<file path="src/rtl/encoder_profile_sequencer.sv">
// AXI-Lite master that replays a table of {period, steps} segments into the encoder emulator
// control port: PERIOD, STEPS, CTRL=GO writes, then STATUS polling until the segment finishes.
module encoder_profile_sequencer #(
    parameter int                DEPTH      = 8,
    parameter int                ADDR_W     = 8,
    parameter logic [ADDR_W-1:0] REG_PERIOD = 'h00,
    parameter logic [ADDR_W-1:0] REG_STEPS  = 'h08,
    parameter logic [ADDR_W-1:0] REG_CTRL   = 'h10,
    parameter logic [ADDR_W-1:0] REG_STATUS = 'h18,
    parameter int                BUSY_BIT   = 0,
    parameter int                POLL_GAP   = 16
) (
    input  logic                       clk,
    input  logic                       reset,
    input  logic                       cmd_valid,
    output logic                       cmd_ready,
    input  logic [63:0]                cmd_data,
    input  logic                       start,
    input  logic                       abort,
    input  logic                       loop_en,
    output logic                       busy,
    output logic                       seq_done,
    output logic                       bus_error,
    output logic [$clog2(DEPTH)-1:0]   cur_idx,
    output logic [ADDR_W-1:0]          M_AWADDR,
    output logic                       M_AWVALID,
    input  logic                       M_AWREADY,
    output logic [2:0]                 M_AWPROT,
    output logic [63:0]                M_WDATA,
    output logic [7:0]                 M_WSTRB,
    output logic                       M_WVALID,
    input  logic                       M_WREADY,
    input  logic [1:0]                 M_BRESP,
    input  logic                       M_BVALID,
    output logic                       M_BREADY,
    output logic [ADDR_W-1:0]          M_ARADDR,
    output logic                       M_ARVALID,
    input  logic                       M_ARREADY,
    output logic [2:0]                 M_ARPROT,
    input  logic [63:0]                M_RDATA,
    input  logic [1:0]                 M_RRESP,
    input  logic                       M_RVALID,
    output logic                       M_RREADY
);
    // state     | meaning
    // IDLE      | table editable, waiting for start
    // WR_PERIOD | write period register (skipped when steps==0)
    // WR_STEPS  | write signed step count
    // WR_GO     | write CTRL=GO
    // POLL_WAIT | gap timer between STATUS reads
    // POLL_RD   | STATUS read in flight
    // NEXT      | pick next entry, wrap, or finish
    // WR_STOP   | write CTRL=STOP after abort or bus error
    typedef enum logic [2:0] {
        IDLE, WR_PERIOD, WR_STEPS, WR_GO, POLL_WAIT, POLL_RD, NEXT, WR_STOP
    } state_t;

    localparam int              IW       = $clog2(DEPTH);
    localparam int              TW       = $clog2(POLL_GAP) + 1;
    localparam logic [IW:0]     DEPTH_C  = (IW+1)'(DEPTH);
    localparam logic [IW:0]     CNT_ONE  = 1;
    localparam logic [IW-1:0]   IDX_ONE  = 1;
    localparam logic [TW-1:0]   TMR_ONE  = 1;
    localparam logic [TW-1:0]   GAP_LOAD = TW'(POLL_GAP - 1);

    state_t          state_q, state_d;
    logic [IW:0]     count_q, count_d;
    logic [IW-1:0]   cur_idx_q, cur_idx_d;
    logic [TW-1:0]   timer_q, timer_d;
    logic            launched_q, launched_d;
    logic            awvalid_q, awvalid_d;
    logic            wvalid_q, wvalid_d;
    logic            arvalid_q, arvalid_d;
    logic            abort_pend_q, abort_pend_d;
    logic            bus_error_q, bus_error_d;
    logic            seq_done_q, seq_done_d;
    logic [63:0]     table_q [DEPTH];
    logic            tbl_we;
    logic [63:0]     seg;
    logic            wr_state;
    logic            abort_now;
    logic            unused_rdata;

    assign seg       = table_q[cur_idx_q];
    assign wr_state  = (state_q == WR_PERIOD) || (state_q == WR_STEPS) ||
                       (state_q == WR_GO) || (state_q == WR_STOP);
    assign abort_now = abort_pend_q || abort;
    // Only the busy bit of STATUS matters; the rest of RDATA is intentionally ignored.
    assign unused_rdata = ^M_RDATA;

    always_comb begin
        state_d      = state_q;
        count_d      = count_q;
        cur_idx_d    = cur_idx_q;
        timer_d      = timer_q;
        launched_d   = launched_q;
        awvalid_d    = awvalid_q && !M_AWREADY;
        wvalid_d     = wvalid_q && !M_WREADY;
        arvalid_d    = arvalid_q && !M_ARREADY;
        abort_pend_d = abort_pend_q || (abort && state_q != IDLE && state_q != WR_STOP);
        bus_error_d  = bus_error_q;
        seq_done_d   = 1'b0;
        tbl_we       = 1'b0;
        case (state_q)
            IDLE: begin
                abort_pend_d = 1'b0;
                if (abort) begin
                    count_d = '0;
                end else begin
                    if (cmd_valid && cmd_ready) begin
                        tbl_we  = 1'b1;
                        count_d = count_q + CNT_ONE;
                    end
                    if (start && count_q != '0) begin
                        bus_error_d = 1'b0;
                        cur_idx_d   = '0;
                        state_d     = WR_PERIOD;
                    end
                end
            end
            WR_PERIOD, WR_STEPS, WR_GO: begin
                if (!launched_q) begin
                    if (abort_now) begin
                        state_d = WR_STOP;
                    end else if (state_q == WR_PERIOD && seg[31:0] == '0) begin
                        state_d = NEXT;
                    end else begin
                        launched_d = 1'b1;
                        awvalid_d  = 1'b1;
                        wvalid_d   = 1'b1;
                    end
                end else if (M_BVALID) begin
                    if (M_BRESP != 2'b00) begin
                        bus_error_d = 1'b1;
                        state_d     = WR_STOP;
                    end else if (abort_now) begin
                        state_d = WR_STOP;
                    end else if (state_q == WR_PERIOD) begin
                        state_d = WR_STEPS;
                    end else if (state_q == WR_STEPS) begin
                        state_d = WR_GO;
                    end else begin
                        state_d = POLL_WAIT;
                        timer_d = GAP_LOAD;
                    end
                end
            end
            WR_STOP: begin
                // The STOP write's own response is not checked; it always returns to IDLE.
                if (!launched_q) begin
                    launched_d = 1'b1;
                    awvalid_d  = 1'b1;
                    wvalid_d   = 1'b1;
                end else if (M_BVALID) begin
                    state_d = IDLE;
                end
            end
            POLL_WAIT: begin
                if (abort_now) begin
                    state_d = WR_STOP;
                end else if (timer_q == '0) begin
                    state_d   = POLL_RD;
                    arvalid_d = 1'b1;
                end else begin
                    timer_d = timer_q - TMR_ONE;
                end
            end
            POLL_RD: begin
                if (M_RVALID) begin
                    if (M_RRESP != 2'b00) begin
                        bus_error_d = 1'b1;
                        state_d     = WR_STOP;
                    end else if (abort_now) begin
                        state_d = WR_STOP;
                    end else if (M_RDATA[BUSY_BIT]) begin
                        state_d = POLL_WAIT;
                        timer_d = GAP_LOAD;
                    end else begin
                        state_d = NEXT;
                    end
                end
            end
            NEXT: begin
                if (abort_now) begin
                    state_d = WR_STOP;
                end else if ({1'b0, cur_idx_q} + CNT_ONE < count_q) begin
                    cur_idx_d = cur_idx_q + IDX_ONE;
                    state_d   = WR_PERIOD;
                end else if (loop_en) begin
                    cur_idx_d = '0;
                    state_d   = WR_PERIOD;
                end else begin
                    seq_done_d = 1'b1;
                    state_d    = IDLE;
                end
            end
            default: state_d = IDLE;
        endcase
        if (state_d != state_q) launched_d = 1'b0;
    end

    always_ff @(posedge clk or negedge reset) begin
        if (!reset) begin
            state_q      <= IDLE;
            count_q      <= '0;
            cur_idx_q    <= '0;
            timer_q      <= '0;
            launched_q   <= 1'b0;
            awvalid_q    <= 1'b0;
            wvalid_q     <= 1'b0;
            arvalid_q    <= 1'b0;
            abort_pend_q <= 1'b0;
            bus_error_q  <= 1'b0;
            seq_done_q   <= 1'b0;
        end else begin
            state_q      <= state_d;
            count_q      <= count_d;
            cur_idx_q    <= cur_idx_d;
            timer_q      <= timer_d;
            launched_q   <= launched_d;
            awvalid_q    <= awvalid_d;
            wvalid_q     <= wvalid_d;
            arvalid_q    <= arvalid_d;
            abort_pend_q <= abort_pend_d;
            bus_error_q  <= bus_error_d;
            seq_done_q   <= seq_done_d;
        end
    end

    always_ff @(posedge clk) begin
        if (tbl_we) table_q[count_q[IW-1:0]] <= cmd_data;
    end

    always_comb begin
        case (state_q)
            WR_PERIOD: M_AWADDR = REG_PERIOD;
            WR_STEPS:  M_AWADDR = REG_STEPS;
            default:   M_AWADDR = REG_CTRL;
        endcase
        case (state_q)
            WR_PERIOD: M_WDATA = {32'h0, seg[63:32]};
            WR_STEPS:  M_WDATA = {{32{seg[31]}}, seg[31:0]};
            WR_GO:     M_WDATA = 64'h1;
            default:   M_WDATA = 64'h0;
        endcase
    end

    assign cmd_ready = (state_q == IDLE) && (count_q < DEPTH_C);
    assign busy      = (state_q != IDLE);
    assign seq_done  = seq_done_q;
    assign bus_error = bus_error_q;
    assign cur_idx   = cur_idx_q;
    assign M_AWVALID = awvalid_q;
    assign M_AWPROT  = 3'b000;
    assign M_WVALID  = wvalid_q;
    assign M_WSTRB   = 8'hFF;
    assign M_BREADY  = wr_state;
    assign M_ARADDR  = REG_STATUS;
    assign M_ARVALID = arvalid_q;
    assign M_ARPROT  = 3'b000;
    assign M_RREADY  = (state_q == POLL_RD);
endmodule

</file>
<file path="config.mk">
export PLATFORM = sky130hd
export DESIGN_NAME = encoder_profile_sequencer
export DESIGN_NICKNAME = d
export VERILOG_FILES = /design/src/rtl/encoder_profile_sequencer.sv
export SDC_FILE = /design/constraint.sdc
export NUM_CORES = 1
export LEC_CHECK = 0
export BUFFER_PORTS_ARGS = -buffer_cell sky130_fd_sc_hd__buf_2
export CAP_MARGIN = 20
export CORE_AREA = 2 2 189 191
export CTS_CLUSTER_DIAMETER = 80
export DETAILED_ROUTE_END_ITERATION = 8
export DIE_AREA = 0 0 191 193
export GPL_ROUTABILITY_DRIVEN = 0
export GPL_TIMING_DRIVEN = 0
export HOLD_SLACK_MARGIN = 0.1
export PLACE_DENSITY = 0.9
export SYNTH_ARGS = -nofsm -noshare
export SYNTH_HDL_FRONTEND = slang
export SYNTH_SLANG_ARGS = --single-unit
</file>
<file path="constraint.sdc">
create_clock -name clk -period 17.4 [get_ports clk]
set_input_delay 0.87 -clock clk [delete_from_list [all_inputs] [get_ports clk]]
set_output_delay 0.87 -clock clk [all_outputs]
set_load 0.05 [all_outputs]
</file>
; ---- Yosys cells after proc, flatten, opt, wreduce, memory -nomap -nowiden
; Memory sizes are Yosys's and may differ from the RTL's.
; Index checks and enable logic that the tools add are counted.
[totals]
regBits = 22
latchBits = 0
ram_bits = 512
romBits = 0
in_bits = 143
output_inout_bits = 106
n_memories = 1
[memory_table]
columns = memory, words, word_bits, rd, rd_ports_with_merged_regs, write_ports, line
row1 = table_q, 8, 64, 1, 0, 1, 77  ; logic [63:0] table_q [DEPTH];
[classes]
addsub = 4
mul = 0
div = 0
magnitude_cmp = 2
eq_ne = 27
shift = 0
n_mux = 81
n_bitwise = 0
reduce_logical = 34
[op_table]
columns = operator, n
row1 = $pmux W64 S3, 1
row2 = $mux W3, 21
row3 = $mux W5, 12
row4 = $mux W1, 34
row5 = $logic_not A32 Y1, 1
row6 = $ne A2 B2 Y1 const B, 16
row7 = $pmux W3 S6, 1
row8 = $pmux W5 S3, 1
row9 = $reduce_and A13 Y1, 1
row10 = $eq A3 B3 Y1 const B, 4
row11 = $reduce_bool A3 Y1, 4
row12 = $pmux W5 S2, 1
row13 = $logic_and A1 B1 Y1, 9
row14 = $mux W4, 2
row15 = $reduce_and A8 Y1, 1
row16 = $reduce_bool A2 Y1, 4
row17 = $eq A3 B2 Y1 const B, 2
row18 = $mux W2, 3
row19 = $ne A3 B3 Y1 const B, 2
row20 = $pmux W1 S2, 3
row21 = $pmux W3 S2, 1
row22 = $logic_not A5 Y1, 1
row23 = $logic_or A1 B1 Y1, 5
row24 = $reduce_and A5 Y1, 1
row25 = 15 further kinds, 17

; ---- Depth between registers and ports, before layout
; Gate-level depths: netlist of run 1.
[depth]
depth_word = 10
depth_mapped = 13

; ---- Worst setup path after synthesis of run 1
; No wires, ideal clock.
[synth_path]
kind = register -> register
from = reg state_q[0]
to = mem table_q[1][0] (enable)
setup_time_ps = 565
t_arrival_ps = 5837
path_slack_ps = 10999
path_stages_with_launch = 8
path_buffers = 2
period_less_slack_ps = 6401
path_cell_list = dfrtp_1 clkbuf_1 clkbuf_1 nor3_2 nand2_1 nor2_1 nand2_1 nor3_1
[synth_via]
elab_chain_len = 8
[synth_rtl]
columns = element, line
row1 = from (decl), 66  ; state_t state_q, state_d;
row2 = from (signal assigned), 216  ; state_q <= state_d;
row3 = $logic_not A3 Y1 *, "104, 248"
row4 = $logic_and A1 B1 Y1, 248  ; assign cmd_ready = (state_q == IDLE) && (count_q < DEPTH_C);
row5 = $logic_and A1 B1 Y1, 110  ; if (cmd_valid && cmd_ready) begin
row6 = $mux W1, 110
row7 = $mux W1, 107  ; if (abort) begin
row8 = $mux W1 *, 104  ; case (state_q)
row9 = $mux W1 *, 231  ; if (tbl_we) table_q[count_q[IW-1:0]] <= cmd_data;
row10 = $mux W1 (implied by the code) *, 231
row11 = to (decl), 77
; Mark *: on every way between the ends. The rest lies on a longest branch, timed or not.

; ---- Worst setup path after layout of run 1
[layout_path]
from = reg cur_idx_q[1] (netlist: cur_idx[1])
to = out M_WDATA[29]
[layout_via]
elab_chain_len = 2
[layout_rtl]
columns = element, line
row1 = from (decl), 68  ; logic [IW-1:0] cur_idx_q, cur_idx_d;
row2 = from (signal assigned), 218  ; cur_idx_q <= cur_idx_d;
row3 = $mem_v2 Z8 W64, --
row4 = $pmux W64 S3, 240  ; case (state_q)
row5 = to (decl), 29  ; output logic [63:0] M_WDATA,
; Every way passes these cells.

==> results of run 1 <==
==> cells by family after synthesis <==
| kind of cell | after synthesis | synth area share |
|---|---|---|
| XOR/XNOR | 1 | 0.000403 |
| other | 2 | 0.000345 |
| flip-flops | 534 | 0.732 |
| multiplexers | 184 | 0.157 |
| adder cells (fa/ha/maj) | 8 | 0.00460 |
| AO/OA/AOI/OAI | 111 | 0.0341 |
| AND/OR/NAND/NOR | 149 | 0.0339 |
| buffers and inverters | 132 | 0.0372 |
==> metal layers <==
layer | global-route usage | part of all wire
met5 | 0 | 0.00076
met1 | 0.396 | 0.35
met4 | 0.119 | 0.032
met3 | 0.0621 | 0.12
met2 | 0.505 | 0.50
==> registers in the layout, summed over array words and instances (netlist names), 3 cells and up <==
signal,cells
table_q,512
state_q,3
cur_idx,3
timer_q,5
count_q,4
==> critical path, stage by stage, from the launching register on <==
cell and delay, ps:
dfrtp_1 490, buf_6 240, buf_12 170, buf_6 180
buf_2 360, buf_2 370, buf_1 730, mux4_2 420
mux2i_1 390, o2bb2ai_1 190, buf_2 270
==> power by group through the flow <==
stage	sequential (mW)	clock [mW]	combinational, mW
after detailed placement	1.47	0	0.949
after global routing	1.45	1.10	1.02
after CTS	1.44	1.06	0.966
after global placement	1.47	0	0.913
after floorplan	1.49	0	0.677
final	1.44	1.06	0.975
==> per-stage QoR <==
step / hold WS (ps) / util / power [mW] / cells
final: 271 / 0.725 / 3.48 / 1887
after global routing: 288 / 0.725 / 3.57 / 1885
after CTS: 278 / 0.724 / 3.47 / 1881
after detailed placement: 464 / 0.680 / 2.42 / 1794
after global placement: 462 / 0.664 / 2.38 / 1765
after floorplan: 462 / - / 2.16 / 1147
==> synthesized netlist by cell type, drive strengths merged (17+ instances only) <==
cell and number:
nor2 31, mux2i 47, edfxtp 512, inv 19, dfrtp 22, nand2 47
buf 95, o22ai 28, o21ai 27, clkbuf 18, a21oi 17, mux4 123
==> cell type report <==
cell class / instances / share of cell area
timing repair buffer: 186 / 0.0505
antenna: 6 / 0.000593
buffer: 113 / 0.0291
tap: 461 / 0.0228
sequential: 534 / 0.629
inverter: 19 / 0.00281
clock inverter: 32 / 0.0106
multi-input combinational: 481 / 0.204
clock buffer: 55 / 0.0510
==> how the worst min path moves through the flow <==
| stage | slack, ps | end | startpoint | cells past startpoint |
|---|---|---|---|---|
| 3_5_place_dp | 460 | bus_error | bus_error | 1 |
| 2_1_floorplan | 460 | timer_q[0] | timer_q[0] | 1 |
| 5_1_grt | 290 | count_q[1] | reset | 1 |
| 3_3_place_gp | 460 | bus_error | bus_error | 1 |
| 4_1_cts | 280 | M_AWVALID | reset | 1 |
| 6_report | 270 | M_AWVALID | reset | 1 |
==> flow_metrics.env, run 1 <==
export IMPL_synth_seq_cells=534
export IMPL_layout_nets=1536
export IMPL_multi_input_area_sq_mm=0.00517
export IMPL_slew_headroom=0.294
export IMPL_layout_commonest_cell="edfxtp_1"
export IMPL_final_cell_mix="edfxtp_1 (512), buf_2 (179), mux4_2 (117)"
export IMPL_drc=0
export IMPL_endpoint_kind="primary output"
export IMPL_min_period_ps=5280
export IMPL_final_cell_area_sq_mm=0.0253
export IMPL_pre_cts_slack_ps=12900
export IMPL_start_util=0.622
export IMPL_numCtsBuffers=50
export IMPL_drv_slew=0
export IMPL_synth_avg_cell_area_sq_um=19.4
export IMPL_fin_crit_sh=0.303
export IMPL_nFillCells=1950
export IMPL_p_int_mw=2.37
export IMPL_antenna_found_initial=8
export IMPL_combPwrFrac=0.280
export IMPL_fin_skew_ps=13.8
export IMPL_layout_drive_gt1_share=0.349
export IMPL_hold_class="input port to asynchronous set/reset pin"
export IMPL_cp_data_required_time_ps=16530
export IMPL_finalWorstSetupSlack_ps=12120
export IMPL_grt_total_usage=0.302
export IMPL_cts_tree="done"
export IMPL_finalHoldViolations=0
export IMPL_synthTopCellsByArea="edfxtp_1 (71%), mux4_2 (12%), dfrtp_1 (2.5%), mux2i_1 (2.2%), buf_4 (2.1%)"
export IMPL_status="finished clean"
export IMPL_r2r_start="cur_idx[2]"
export IMPL_io_pins=249
export IMPL_ys_warn_count=0
export IMPL_clk_latency_ps=580
export IMPL_fin_setup_tns_ps=0
export IMPL_die_w_um=191
export IMPL_clock_root_buffer="clkbuf_16"
export IMPL_grt_max_degree=32
export IMPL_dr_pass1_iters=5
export IMPL_area_growth_pct=16.5
export IMPL_cts_path_max_buffers=3
export IMPL_routedWlPerCell_um=29.3
export IMPL_die_area_sq_mm=0.0369
export IMPL_p_switching_mw=1.11
export IMPL_ys_seq_area_frac=0.732
export IMPL_die_h_um=193
export IMPL_synth_edff_count=512
export IMPL_cts_resized=0
export IMPL_clock_sinks=534
export IMPL_synth_top_area_frac=0.707
export IMPL_worstRegToRegCells=13
export IMPL_grt_first_pass_wirelength_um=79300
export IMPL_cp_max_fo=10
export IMPL_ir_drop_v=0.000102
export IMPL_routed_via_count=12600
export IMPL_vias_per_cell=6.66
export IMPL_clkTransAtPathRegs_ps=70
export IMPL_dp_hpwl_um=35000
export IMPL_rows=69
export IMPL_max_slew_worst_pin_slew_ps=1060
export IMPL_regArea_sq_mm=0.0159
export IMPL_r2r_end="state_q[0]"
export IMPL_endpoint="M_WDATA[29]"
export IMPL_async_flop_share=0.0412
export IMPL_power_density_mw_per_mm2=137
export IMPL_gr_total_overflow=0
export IMPL_clkPwrFrac=0.304
export IMPL_drt_initial_drc_count=1738
export IMPL_htree_levels=2
export IMPL_sequentialPowerShare=0.415
export IMPL_wl_um=55200
export IMPL_synth_top_area_cell="edfxtp_1"
export IMPL_rsz0062_at_grt="no"
export IMPL_cts_hold_buf=0
export IMPL_yosysUniqueCellTypes=68
export IMPL_p_sw_frac=0.319
export IMPL_synth_cells=1121
export IMPL_startpoint="cur_idx[1]"
export IMPL_grt_pass1_vias=12200
export IMPL_max_freq_ghz=0.190
export IMPL_coreArea_sq_mm=0.0350
export IMPL_critPathKind="flop to primary output"
export IMPL_synth_area_sq_mm=0.0218
export IMPL_rrSetupSlack_ps=12790
export IMPL_dpl_cell_area_sq_mm=0.0238
export IMPL_postCtsSetupRepairBufs=0
export IMPL_cp_start_kind="flop"
export IMPL_portBuffers=157
export IMPL_setup_viol=0
export IMPL_synthFlopType="edfxtp_1"
export IMPL_antenna_left=0
export IMPL_arrival_ps=4410
export IMPL_p_leak_nw=8.61
export IMPL_cap_violations=0
Power figures use the tool's default switching activity.
==> run 2, diff against run 1 <==
- ABC_AREA: not set -> 1
- CORE_AREA: 2 2 189 191 -> 2 2 199 201
- DIE_AREA: 0 0 191 193 -> 0 0 201 203
- PLACE_DENSITY: 0.9 -> 0.84
- clock period: 17.4 -> 5.4 ns (I/O delays scaled with it)
==> flow_metrics.env, run 2 <==
export IMPL_finalPower_mw=13.6
export IMPL_start_util=0.585
export IMPL_grt_total_usage=0.313
export IMPL_wl_um=64000
export IMPL_cp_start_kind="flop"
export IMPL_routedWlPerCell_um=22.6
export IMPL_layout_drive_gt1_share=0.163
export IMPL_die_h_um=203
export IMPL_setup_viol=0
export IMPL_layout_nets=2431
export IMPL_hold_path_depth=5
export IMPL_grt_first_pass_wirelength_um=96200
export IMPL_clock_sinks=534
export IMPL_max_freq_ghz=0.215
export IMPL_rsz0062_at_grt="no"
export IMPL_drc=0
export IMPL_synthFlopType="edfxtp_1"
export IMPL_synth_top_area_frac=0.684
export IMPL_htree_levels=2
export IMPL_layout_commonest_cell="edfxtp_1"
export IMPL_highest_layer="met5"
export IMPL_ir_drop_v=0.000542
export IMPL_cap_violations=0
export IMPL_synthTopCellsByArea="edfxtp_1 (68%), nand2_1 (6.3%), o21ai_0 (4.6%), nor2_1 (4.4%), dfrtp_1 (2.4%)"
export IMPL_area_growth_pct=20.1
export IMPL_endpoint_kind="primary output"
export IMPL_worstRegToRegCells=17
export IMPL_met2_length_um=30000
export IMPL_hold_class="input port to flop"
export IMPL_ys_warn_count=0
export IMPL_synth_avg_cell_area_sq_um=11.7
export IMPL_synth_most_common_cell="edfxtp_1"
export IMPL_io_pins=249
export IMPL_cts_path_max_buffers=3
export IMPL_cts_tree="done"
export IMPL_stdcell_count=2835
export IMPL_coreArea_sq_mm=0.0385
export IMPL_fin_setup_tns_ps=0
export IMPL_drt_initial_drc_count=2935
export IMPL_final_cell_area_sq_mm=0.0270
export IMPL_p_leak_nw=10.5
export IMPL_startpoint="cur_idx[2]"
export IMPL_met3RoutedLength_um=8830
export IMPL_ys_seq_area_frac=0.708
export IMPL_die_w_um=201
export IMPL_dr_pass1_iters=6
export IMPL_status="finished clean"
export IMPL_synth_cells=1927
export IMPL_antenna_found_initial=3
export IMPL_synth_top_area_cell="edfxtp_1"
export IMPL_synth_commonest_cells="edfxtp_1 (512), nand2_1 (377), nor2_1 (266), o21ai_0 (207), inv_1 (121)"
export IMPL_final_cell_mix="edfxtp_1 (512), nand2_1 (377), nor2_1 (264)"
export IMPL_rrSetupSlack_ps=990
export IMPL_antenna_left=0
export IMPL_postCtsSetupRepairBufs=0
export IMPL_finalHoldViolations=0
export IMPL_arrival_ps=4380
export IMPL_synth_seq_cells=534
export IMPL_largest_reg_flops=512
export IMPL_drv_slew=0
export IMPL_cp_data_required_time_ps=5130
export IMPL_finalWorstSetupSlack_ps=751
export IMPL_slew_headroom=0.284
export IMPL_cp_max_fo=10
export IMPL_wl_met1_um=22100
export IMPL_numCtsBuffers=51
export IMPL_routed_via_count=17200
export IMPL_grt_pass1_vias=16800
export IMPL_r2r_end="launched_q"
export IMPL_gr_total_overflow=0
export IMPL_power_density_mw_per_mm2=505
export IMPL_clock_root_buffer="clkbuf_16"
export IMPL_vias_per_cell=6.07
export IMPL_portBuffers=157
export IMPL_yosysUniqueCellTypes=39
export IMPL_max_slew_worst_pin_slew_ps=1070
export IMPL_die_area_sq_mm=0.0408
export IMPL_async_flop_share=0.0412
export IMPL_hold_end="count_q[1]"
export IMPL_nFillCells=2483
export IMPL_dpl_cell_area_sq_mm=0.0247
export IMPL_min_delay_start="cmd_valid"
export IMPL_grt_max_degree=27
export IMPL_final_util=0.702
export IMPL_placedCellCount=2674
export IMPL_clk_latency_ps=610
export IMPL_clkTransAtPathRegs_ps=60
export IMPL_rows=72
export IMPL_hold_ws_ps=157
export IMPL_fin_skew_ps=30.9
export IMPL_min_period_ps=4650
export IMPL_synth_area_sq_mm=0.0225
export IMPL_synth_edff_count=512
export IMPL_fin_crit_sh=0.861
export IMPL_dp_hpwl_um=42000
export IMPL_critPathKind="flop to primary output"
export IMPL_pre_cts_slack_ps=1240
export IMPL_r2r_start="cur_idx[2]"
==> run 2: area by class of cell <==
| type | count | area (sq um) | area share |
|---|---|---|---|
| clock inverters | 25 | 268 | 0.00992 |
| well taps | 518 | 648 | 0.0240 |
| multi-input cells | 1131 | 5280 | 0.196 |
| diodes | 1 | 2.50 | 0.0000927 |
| clock buffers | 64 | 1330 | 0.0491 |
| plain buffers | 165 | 968 | 0.0359 |
| flip-flops and latches | 534 | 15900 | 0.590 |
| inverters | 123 | 462 | 0.0171 |
| repair buffers | 274 | 2120 | 0.0784 |
==> run 2: worst max-delay path: stages, from the launching register on <==
cell and delay (ps):
dfrtp_1 420, buf_2 230, clkinv_1 170, clkbuf_1 700
buf_1 570, buf_1 640, o221ai_1 290, nand3_1 220
o21ai_0 250, buf_2 290
==> run 2: repair_timing <==
item,CTS,global route
gates resized for setup,0,0
hold endpoints to repair,541,0
hold buffers,71,0
==> run 2: cells by family (layout without fill, tap and decap cells) <==
family	Yosys count	after routing	share of synthesized area
compound gates	338	338	0.0896
flops	534	534	0.708
fa+ha+maj	8	8	0.00445
other cells	2	29	0.000334
simple gates	755	755	0.133
buf+inv	288	651	0.0636
xor+xnor	2	2	0.000779
==> run 2: worst max path at each step <==
stage / end / depth (start not counted)
2_1_floorplan: table_q[1][0] / 10
3_3_place_gp: table_q[6][21] / 10
3_5_place_dp: launched_q / 17
4_1_cts: M_WDATA[25] / 9
5_1_grt: M_WDATA[25] / 9
6_report: M_WDATA[25] / 9
==> run 2: power breakdown <==
| group | internal, mW | switching, mW | total, mW |
|---|---|---|---|
| clock | 1.94 | 1.52 | 3.46 |
| combinational | 1.39 | 4.02 | 5.41 |
| sequential | 4.69 | 0.0785 | 4.77 |
| total | 8.02 | 5.63 | 13.6 |
==> run 2: routing by layer <==
metal	GRT usage	vias up
li1	-	7387
met1	0.410	8030
met2	0.501	1517
met3	0.0726	260
met4	0.144	4
met5	0	-
